File: src/rtl/tea_pkg.sv
// Shared types and constants for the byte-stream front-end of the TEA-style cipher core.
package tea_pkg;
  localparam int TEA_WORD_W     = 32;
  localparam int BYTE_W         = 8;
  localparam int BYTES_PER_WORD = TEA_WORD_W / BYTE_W;

  localparam logic [BYTE_W-1:0] PAD_BYTE_DEFAULT = 8'h00;

  typedef enum logic [2:0] {
    FILL,
    ISSUE,
    WAIT_LO,
    WAIT_HI,
    DRAIN
  } state_t;

  function automatic logic [BYTE_W-1:0] word_byte(input logic [TEA_WORD_W-1:0] w,
                                                  input logic [1:0]            n);
    logic [TEA_WORD_W-1:0] sh;
    sh = w >> {n, 3'b000};
    return sh[BYTE_W-1:0];
  endfunction
endpackage

File: src/rtl/tea_byte_pack.sv
// Packs bytes little-endian into a 32-bit word; a final partial word is padded.
// o_word/o_last/o_done are combinational and valid in the cycle the word completes.
module tea_byte_pack
  import tea_pkg::*;
#(
  parameter logic [BYTE_W-1:0] PAD_BYTE = PAD_BYTE_DEFAULT
) (
  input  logic                  clk,
  input  logic                  rst,
  input  logic                  i_clear,
  input  logic                  i_valid,
  input  logic [BYTE_W-1:0]     i_data,
  input  logic                  i_last,
  output logic [TEA_WORD_W-1:0] o_word,
  output logic                  o_last,
  output logic                  o_done
);
  logic [1:0]            r_idx;
  logic [TEA_WORD_W-1:0] r_word;
  logic [TEA_WORD_W-1:0] w_word_next;

  // Bytes above the current one keep stale data unless this is the last byte.
  always_comb begin
    w_word_next = r_word;
    for (int b = 0; b < BYTES_PER_WORD; b++) begin
      if (2'(b) == r_idx) begin
        w_word_next[b*BYTE_W +: BYTE_W] = i_data;
      end else if (i_last && (2'(b) > r_idx)) begin
        w_word_next[b*BYTE_W +: BYTE_W] = PAD_BYTE;
      end
    end
  end

  assign o_word = w_word_next;
  assign o_last = i_last;
  assign o_done = i_valid & ((r_idx == 2'd3) | i_last);

  always_ff @(posedge clk) begin
    if (rst) begin
      r_idx  <= 2'd0;
      r_word <= '0;
    end else if (i_clear) begin
      r_idx  <= 2'd0;
    end else if (i_valid) begin
      r_word <= w_word_next;
      r_idx  <= o_done ? 2'd0 : r_idx + 2'd1;
    end
  end
endmodule

File: src/rtl/tea_cbc_stream.sv
// Byte-stream front-end: pack, optional CBC chaining, one-word core launch, unpack.
// state   | meaning
// FILL    | accepting input bytes into the packer
// ISSUE   | word ready; pulse core_req once the core reports idle
// WAIT_LO | waiting for the core to go busy, bounded by TIMEOUT
// WAIT_HI | waiting for the core to finish; result valid on ack rise
// DRAIN   | presenting the four result bytes, LSB first
module tea_cbc_stream
  import tea_pkg::*;
#(
  parameter bit                CBC      = 1'b1,
  parameter logic [BYTE_W-1:0] PAD_BYTE = PAD_BYTE_DEFAULT,
  parameter logic [15:0]       TIMEOUT  = 16'd1024
) (
  input  logic                  clk,
  input  logic                  rst,
  input  logic [TEA_WORD_W-1:0] iv,
  input  logic [BYTE_W-1:0]     s_data,
  input  logic                  s_valid,
  output logic                  s_ready,
  input  logic                  s_last,
  output logic [BYTE_W-1:0]     m_data,
  output logic                  m_valid,
  input  logic                  m_ready,
  output logic                  m_last,
  output logic                  core_req,
  output logic [TEA_WORD_W-1:0] core_wdata,
  input  logic                  core_ack,
  input  logic [TEA_WORD_W-1:0] core_rdata,
  output logic                  err,
  output logic                  err_sticky
);
  state_t                r_state, w_state_next;
  logic [TEA_WORD_W-1:0] r_chain, r_wdata, r_out;
  logic                  r_msg_start, r_last_word, r_err_sticky;
  logic [1:0]            r_nbyte;
  logic [15:0]           r_cnt;

  logic                  w_accept, w_pack_done, w_pack_last;
  logic [TEA_WORD_W-1:0] w_pack_word, w_chain_eff;
  logic                  w_launch, w_timeout, w_capture, w_m_fire;

  assign s_ready     = (r_state == FILL) & ~rst;
  assign w_accept    = s_valid & s_ready;
  assign w_chain_eff = r_msg_start ? iv : r_chain;
  assign w_launch    = (r_state == ISSUE) & core_ack;
  assign w_timeout   = (r_state == WAIT_LO) & core_ack & (r_cnt == 16'd0);
  assign w_capture   = (r_state == WAIT_HI) & core_ack;
  assign w_m_fire    = (r_state == DRAIN) & m_ready;

  tea_byte_pack #(.PAD_BYTE(PAD_BYTE)) u_pack (
    .clk     (clk),
    .rst     (rst),
    .i_clear (w_timeout),
    .i_valid (w_accept),
    .i_data  (s_data),
    .i_last  (s_last),
    .o_word  (w_pack_word),
    .o_last  (w_pack_last),
    .o_done  (w_pack_done)
  );

  always_ff @(posedge clk) begin
    if (rst) r_state <= FILL;
    else     r_state <= w_state_next;
  end

  always_comb begin
    w_state_next = r_state;
    m_valid      = 1'b0;
    m_last       = 1'b0;
    m_data       = '0;
    core_req     = 1'b0;
    err          = 1'b0;
    case (r_state)
      FILL:    if (w_pack_done) w_state_next = ISSUE;
      ISSUE: begin
        if (core_ack) begin
          core_req     = 1'b1;
          w_state_next = WAIT_LO;
        end
      end
      WAIT_LO: begin
        if (!core_ack) begin
          w_state_next = WAIT_HI;
        end else if (r_cnt == 16'd0) begin
          err          = 1'b1;
          w_state_next = FILL;
        end
      end
      WAIT_HI: if (core_ack) w_state_next = DRAIN;
      DRAIN: begin
        m_valid = 1'b1;
        m_data  = word_byte(r_out, r_nbyte);
        m_last  = r_last_word & (r_nbyte == 2'd3);
        if (m_ready && (r_nbyte == 2'd3)) w_state_next = FILL;
      end
      default: w_state_next = FILL;
    endcase
    // A reset cycle must never signal the core or downstream.
    if (rst) begin
      m_valid  = 1'b0;
      m_last   = 1'b0;
      m_data   = '0;
      core_req = 1'b0;
      err      = 1'b0;
    end
  end

  always_ff @(posedge clk) begin
    if (rst) begin
      r_chain      <= iv;
      r_msg_start  <= 1'b1;
      r_wdata      <= '0;
      r_last_word  <= 1'b0;
      r_out        <= '0;
      r_nbyte      <= 2'd0;
      r_cnt        <= '0;
      r_err_sticky <= 1'b0;
    end else begin
      if (w_pack_done) begin
        r_wdata     <= CBC ? (w_pack_word ^ w_chain_eff) : w_pack_word;
        r_last_word <= w_pack_last;
        r_msg_start <= 1'b0;
      end
      if (w_launch) begin
        r_cnt <= TIMEOUT - 16'd1;
      end else if ((r_state == WAIT_LO) && (r_cnt != 16'd0)) begin
        r_cnt <= r_cnt - 16'd1;
      end
      if (w_timeout) begin
        r_err_sticky <= 1'b1;
        r_chain      <= iv;
        r_msg_start  <= 1'b1;
      end
      if (w_capture) begin
        r_out   <= core_rdata;
        r_nbyte <= 2'd0;
        if (CBC) r_chain <= core_rdata;
      end
      if (w_m_fire) begin
        r_nbyte <= r_nbyte + 2'd1;
        if ((r_nbyte == 2'd3) && r_last_word) begin
          r_chain     <= iv;
          r_msg_start <= 1'b1;
        end
      end
    end
  end

  assign core_wdata = r_wdata;
  assign err_sticky = r_err_sticky;
endmodule

File: config.mk
export PLATFORM = sky130hd
export DESIGN_NAME = tea_cbc_stream
export DESIGN_NICKNAME = d
export VERILOG_FILES = /design/src/rtl/tea_pkg.sv /design/src/rtl/tea_byte_pack.sv /design/src/rtl/tea_cbc_stream.sv
export SDC_FILE = /design/constraint.sdc
export NUM_CORES = 1
export LEC_CHECK = 0
export ABC_AREA = 1
export BUFFER_PORTS_ARGS = -buffer_cell sky130_fd_sc_hd__clkbuf_2
export CORE_ASPECT_RATIO = 0.8
export CORE_MARGIN = 2
export CORE_UTILIZATION = 40
export DETAILED_ROUTE_END_ITERATION = 10
export PLACE_DENSITY = 0.68
export SYNTH_ARGS = -nofsm -noshare
export SYNTH_HDL_FRONTEND = slang
export SYNTH_SLANG_ARGS = --single-unit
File: constraint.sdc
create_clock -name clk -period 3.7 [get_ports clk]
set_input_delay 0.925 -clock clk [delete_from_list [all_inputs] [get_ports clk]]
set_output_delay 0.925 -clock clk [all_outputs]
set_load 0.005 [all_outputs]
---- Word-level counts from Yosys, hierarchy flattened ----
Cells that the tools add are included.
storage, ports and cells
  register bits ........................... 154
  bits of input ports ..................... 78
  output and inout port bits .............. 46
  word-level logic and storage cells ...... 107
operators by class
  $add $sub $neg .......................... 3
  magnitude comparators ................... 4
  equal/unequal tests ..................... 14
  shift operators ......................... 1
  multiplexer cells ....................... 43
  bitwise operators ....................... 13
  reductions and logical operators ........ 17
operators with widths
  kind                                                           count
  two-way mux 32 bit                                             6
  two-way mux 8 bit                                              10
  >> shifter 32 x 5 -> 8 bit                                     1
  XOR 32 bit                                                     1
  two-way mux 10 bit                                             2
  two-way mux 3 bit                                              6
  logical NOT 16 bit                                             1
  nonzero test 16 bit                                            1
  subtractor 16 x 1 -> 16 bit (second input constant)            1
  two-way mux 1 bit                                              15
  one-hot mux 3 bit (5 select lines)                             1
  AND 1 bit                                                      9
  logical AND 1 bit                                              7
  == test 3 x 2 -> 1 bit (second input constant)                 2
  two-way mux 2 bit                                              3
  AND reduction 5 bit                                            1
  adder 2 x 1 -> 2 bit (second input constant)                   2
  == test 2 bit (first input constant)                           2
  == test 2 bit (second input constant)                          2
  greater-than comparator 1 x 2 -> 1 bit (first input constant)  2
  greater-than comparator 2 bit (first input constant)           2
  inequality test 2 x 1 -> 1 bit (second input constant)         2
  inequality test 2 bit (second input constant)                  2
  nonzero test 2 bit                                             2
  other kinds (10)                                               12

---- Longest topological paths before layout ----
  depth after elaboration ................. 8
  mapped depth ............................ 11
  mapped depth without buffers ............ 11

---- Cells and area by module ----
From an unflattened synthesis, not the netlist that was laid out.
second synthesis, totals
  cells, all modules ...................... 1302
  area total of the unflattened synthesis .. 8455.6 µm²
by module, submodules not included
  module          times used  cells an instance  area an instance (µm²)  sequential area each (µm²)
  tea_cbc_stream  1           989                6532.5                  2402.3
  tea_byte_pack   1           313                1923.1                  680.7

---- Worst setup path after synthesis ----
Ideal clock, no wire load.
  path kind ............................... input port to output port
  start ................................... input port rst
  end ..................................... output port m_data[0]
  arrival ................................. 1648 ps
  required time ........................... 2775 ps
  setup slack ............................. 1127 ps
  cell stages on the path ................. 4
  buffers on the path ..................... 1
  path through ............................ clkbuf_1 nor2_1 clkinv_1 a21oi_1
between the ends
  word-level cells in the longest chain between the ends .. 1
RTL lines
  item               RTL line               source
  start, declared    tea_cbc_stream.sv:16   input logic rst,
  two-way mux 8 bit  tea_cbc_stream.sv:101  if (rst) begin
  end, declared      tea_cbc_stream.sv:22   output logic [BYTE_W-1:0] m_data,
No other way between the ends.

---- Worst setup path after layout ----
  start ................................... register r_state[0]
  end ..................................... output port m_data[7]
between the ends
  word-level cells in the longest chain between the ends .. 3
RTL lines
  item                    RTL line               source
  start, declared         tea_cbc_stream.sv:33   state_t r_state, w_state_next;
  start signal, assigned  tea_cbc_stream.sv:65   else r_state <= w_state_next;
  == test 3 bit           tea_cbc_stream.sv:75   case (r_state)
  two-way mux 8 bit       tea_cbc_stream.sv:75
  two-way mux 8 bit       tea_cbc_stream.sv:101
No other way between the ends.

==> flow_summary.json <==
{
  "outcome": "completed",
  "cp_cell_sequence": "nor2_2 -> nand2_1 -> nor2_1 -> clkinv_1 -> a21oi_1 -> clkbuf_2",
  "dr.pass1.iters": 4,
  "fillers": 1843,
  "ys_seq_area_frac": 0.4086,
  "antenna_found_initial": 0,
  "critPathBufInv": 2,
  "num_vias": 7561,
  "netlist_instances": 1135,
  "crit_type": "register to primary output",
  "cts_tree": "yes",
  "drv_cap": 0,
  "core.rowCount": 44,
  "clock_sinks": 154,
  "grt_max_degree": 68,
  "vias_per_cell": 5.064,
  "seqCellArea_sq_um": 3083,
  "crit_fanout": 9,
  "insertion_delay_ns": 0.43,
  "cp.depth": 6,
  "rrSetupSlack_ns": 1.47,
  "max_slew_margin": 0.2963,
  "first_iter_violations": 598,
  "core_sq_um": 18330,
  "path_clk_slew_ns": 0.07,
  "synth_edf_count": 0,
  "worst_setup_path_start_kind": "register",
  "synth_fp_nets": 1221,
  "synth_top_flop_cell": "dfxtp_1",
  "final_layout_size_suffix_gt1_frac": 0.1468,
  "multi_input_area_sq_um": 3936,
  "hold_path.class": "register to register",
  "period_share": 0.7678,
  "io_pins": 124,
  "grt_usage": 0.2264,
  "yosysMostFrequentCell": "nand2_1",
  "critPathCaptureType": "primary output",
  "setup_slack_ns": 0.8592,
  "async_reset_ff_frac": 0,
  "slowest_delay_ns": 0.36,
  "ir_drop_mv": 0.3121,
  "grt_remaining_overflow": 0,
  "wl_per_cell_um": 14.84,
  "diodes": 0,
  "ff2ff_path_depth": 8,
  "skew_ns": 0.009721,
  "yosys_register_bits": 154,
  "synth_cell_types": 32,
  "cts_setup_buffers": 0,
  "drt_wl_total_um": 22150,
  "rsz0062_at_grt": "no",
  "setup_viol": 0,
  "max_freq_mhz": 352.0,
  "worst_pin_slew_ns": 1.054,
  "yosys_warnings": 0,
  "finalNetCount": 1313,
  "hold_viol": 0,
  "slew_viol_final": 0,
  "portBuffers": 123,
  "synth.top_cells.by_area": "dfxtp_1 41%, nand2_1 21%, a21oi_1 8.4%",
  "root_buffer": "clkbuf_16",
  "start_util": 0.4115,
  "drc": 0,
  "area_growth_pct": 17.84,
  "post_cts_resized": 0,
  "pre_cts_ws_ns": 0.8560,
  "cts-buffers-inserted": 17,
  "die_w_um": 157.6,
  "synth_area_per_cell_sq_um": 6.647,
  "crit_arrival_ns": 1.92,
  "p_per_area_nw_per_um2": 614.9,
  "period_needed_ns": 2.841,
  "gp_congestion": 0.9108,
  "whs_ns": 0.4502,
  "die_area_sq_um": 19980,
  "crit_slowest_cell": "dfxtp_1",
  "hold_buffers": 0,
  "hpwlAfterDp_um": 15800,
  "fp.dieH_um": 126.8,
  "htreeDepth": 4,
  "yosysTopAreaCellShare": 0.4086,
  "path_delay_family": "simple AND/OR/NAND/NOR gates",
  "fin_setup_tns_ns": 0,
  "holdPathStages": 2,
  "cts_buffer_depth": 2,
  "yosys.area.top_type": "dfxtp_1",
  "antenna_left": 0,
  "synth_commonest_cells": "416 x nand2_1, 154 x dfxtp_1, 127 x a21oi_1, 78 x nand3_1, 74 x o21ai_0",
  "crit_required_ns": 2.77,
  "p_leak_nw": 4.065,
  "synth_area_sq_um": 7545,
  "grt_pass1_wl_um": 35200,
  "grt_pass1_vias": 6633
}
state kept, by name, summed over array words and instances (netlist names):
name	cells
r_out	32
u_pack.r_word	32
u_pack.r_idx	2
r_state	3
r_last_word	1
r_msg_start	1
err_sticky	1
r_chain	32
r_cnt	16
core_wdata	32
r_nbyte	2
path summary, 6_finish.rpt:
kind,start,to
setup / recovery,r_state[0],m_data[7]
hold / removal,u_pack.r_word[6],u_pack.r_word[6]
setup reg to reg,u_pack.r_idx[0],core_wdata[3]
hold reg to reg,u_pack.r_word[6],u_pack.r_word[6]
power breakdown:
group	leakage (nW)	internal, mW	total [mW]	switching, mW
Sequential	1.26	1.83	1.95	0.120
Clock	0.297	1.07	1.84	0.767
Combinational	2.51	0.606	1.67	1.07
Total	4.07	3.51	5.47	1.95
cells in the final DEF, fill, tap and decap left out:
master	instances
nand2_1	415
dfxtp_1	154
a21oi_1	127
clkbuf_2	123
nand3_1	78
o21ai_0	74
nor2_1	68
inv_1	58
xnor2_1	32
o21ai_1	20
clkbuf_16	17
buf_4	12
o22ai_1	9
ha_1	8
nand3b_1	4
inv_6	4
inv_2	3
nand4_1	3
or2_2	3
bufinv_16	3
clkinv_4	3
nor2_2	2
clkinv_1	2
nand2_2	2
nor2_4	2
o211ai_1	2
clkinv_2	2
clkinvlp_4	2
a211oi_1	1
nand3_2	1
a31oi_2	1
nor3_1	1
nand2_4	1
a31oi_1	1
a22oi_1	1
inv_8	1
tightest hold or removal path, cell delays in order, from the launching register on:
cell	delay, ns
dfxtp_1	0.30
inv_1	0.06
a21oi_1	0.05
cell families (layout without fill, tap and decap cells):
kind of cell,after synthesis,in the layout,share of synthesized area
adder cells (fa/ha/maj),8,8,0.01327
AO/OA/AOI/OAI,236,236,0.1605
AND/OR/NAND/NOR,580,580,0.3104
flip-flops,154,154,0.4086
XOR/XNOR,32,32,0.03715
buffers and inverters,125,230,0.06998
cell type report:
type / instances / share of cell area
inverters: 63 / 0.02660
multi-input cells: 856 / 0.4427
repair buffers: 135 / 0.07937
flip-flops and latches: 154 / 0.3467
clock buffers: 17 / 0.04785
well taps: 253 / 0.03560
clock inverters: 15 / 0.02111
metrics by stage:
| step | cells | total power [mW] | instance area, sq um | util |
|---|---|---|---|---|
| 5_1_grt | 1493 | 5.838 | 8891 | 0.4850 |
| 2_1_floorplan | 1135 | 3.246 | 7545 | - |
| 3_5_place_dp | 1461 | 3.647 | 8278 | 0.4515 |
| 3_3_place_gp | 1461 | 3.625 | 8278 | 0.4515 |
| 4_1_cts | 1493 | 5.476 | 8891 | 0.4850 |
| 6_report | 1493 | 5.467 | 8891 | 0.4850 |
metal layers:
layer,vias up,global-route usage,routed length [um]
met4,0,0.06898,345
li1,3847,-,-
met3,27,0.04031,1650
met1,3411,0.3375,10610
met5,-,0,0
met2,276,0.3303,9550
Power figures use the tool's default switching activity.
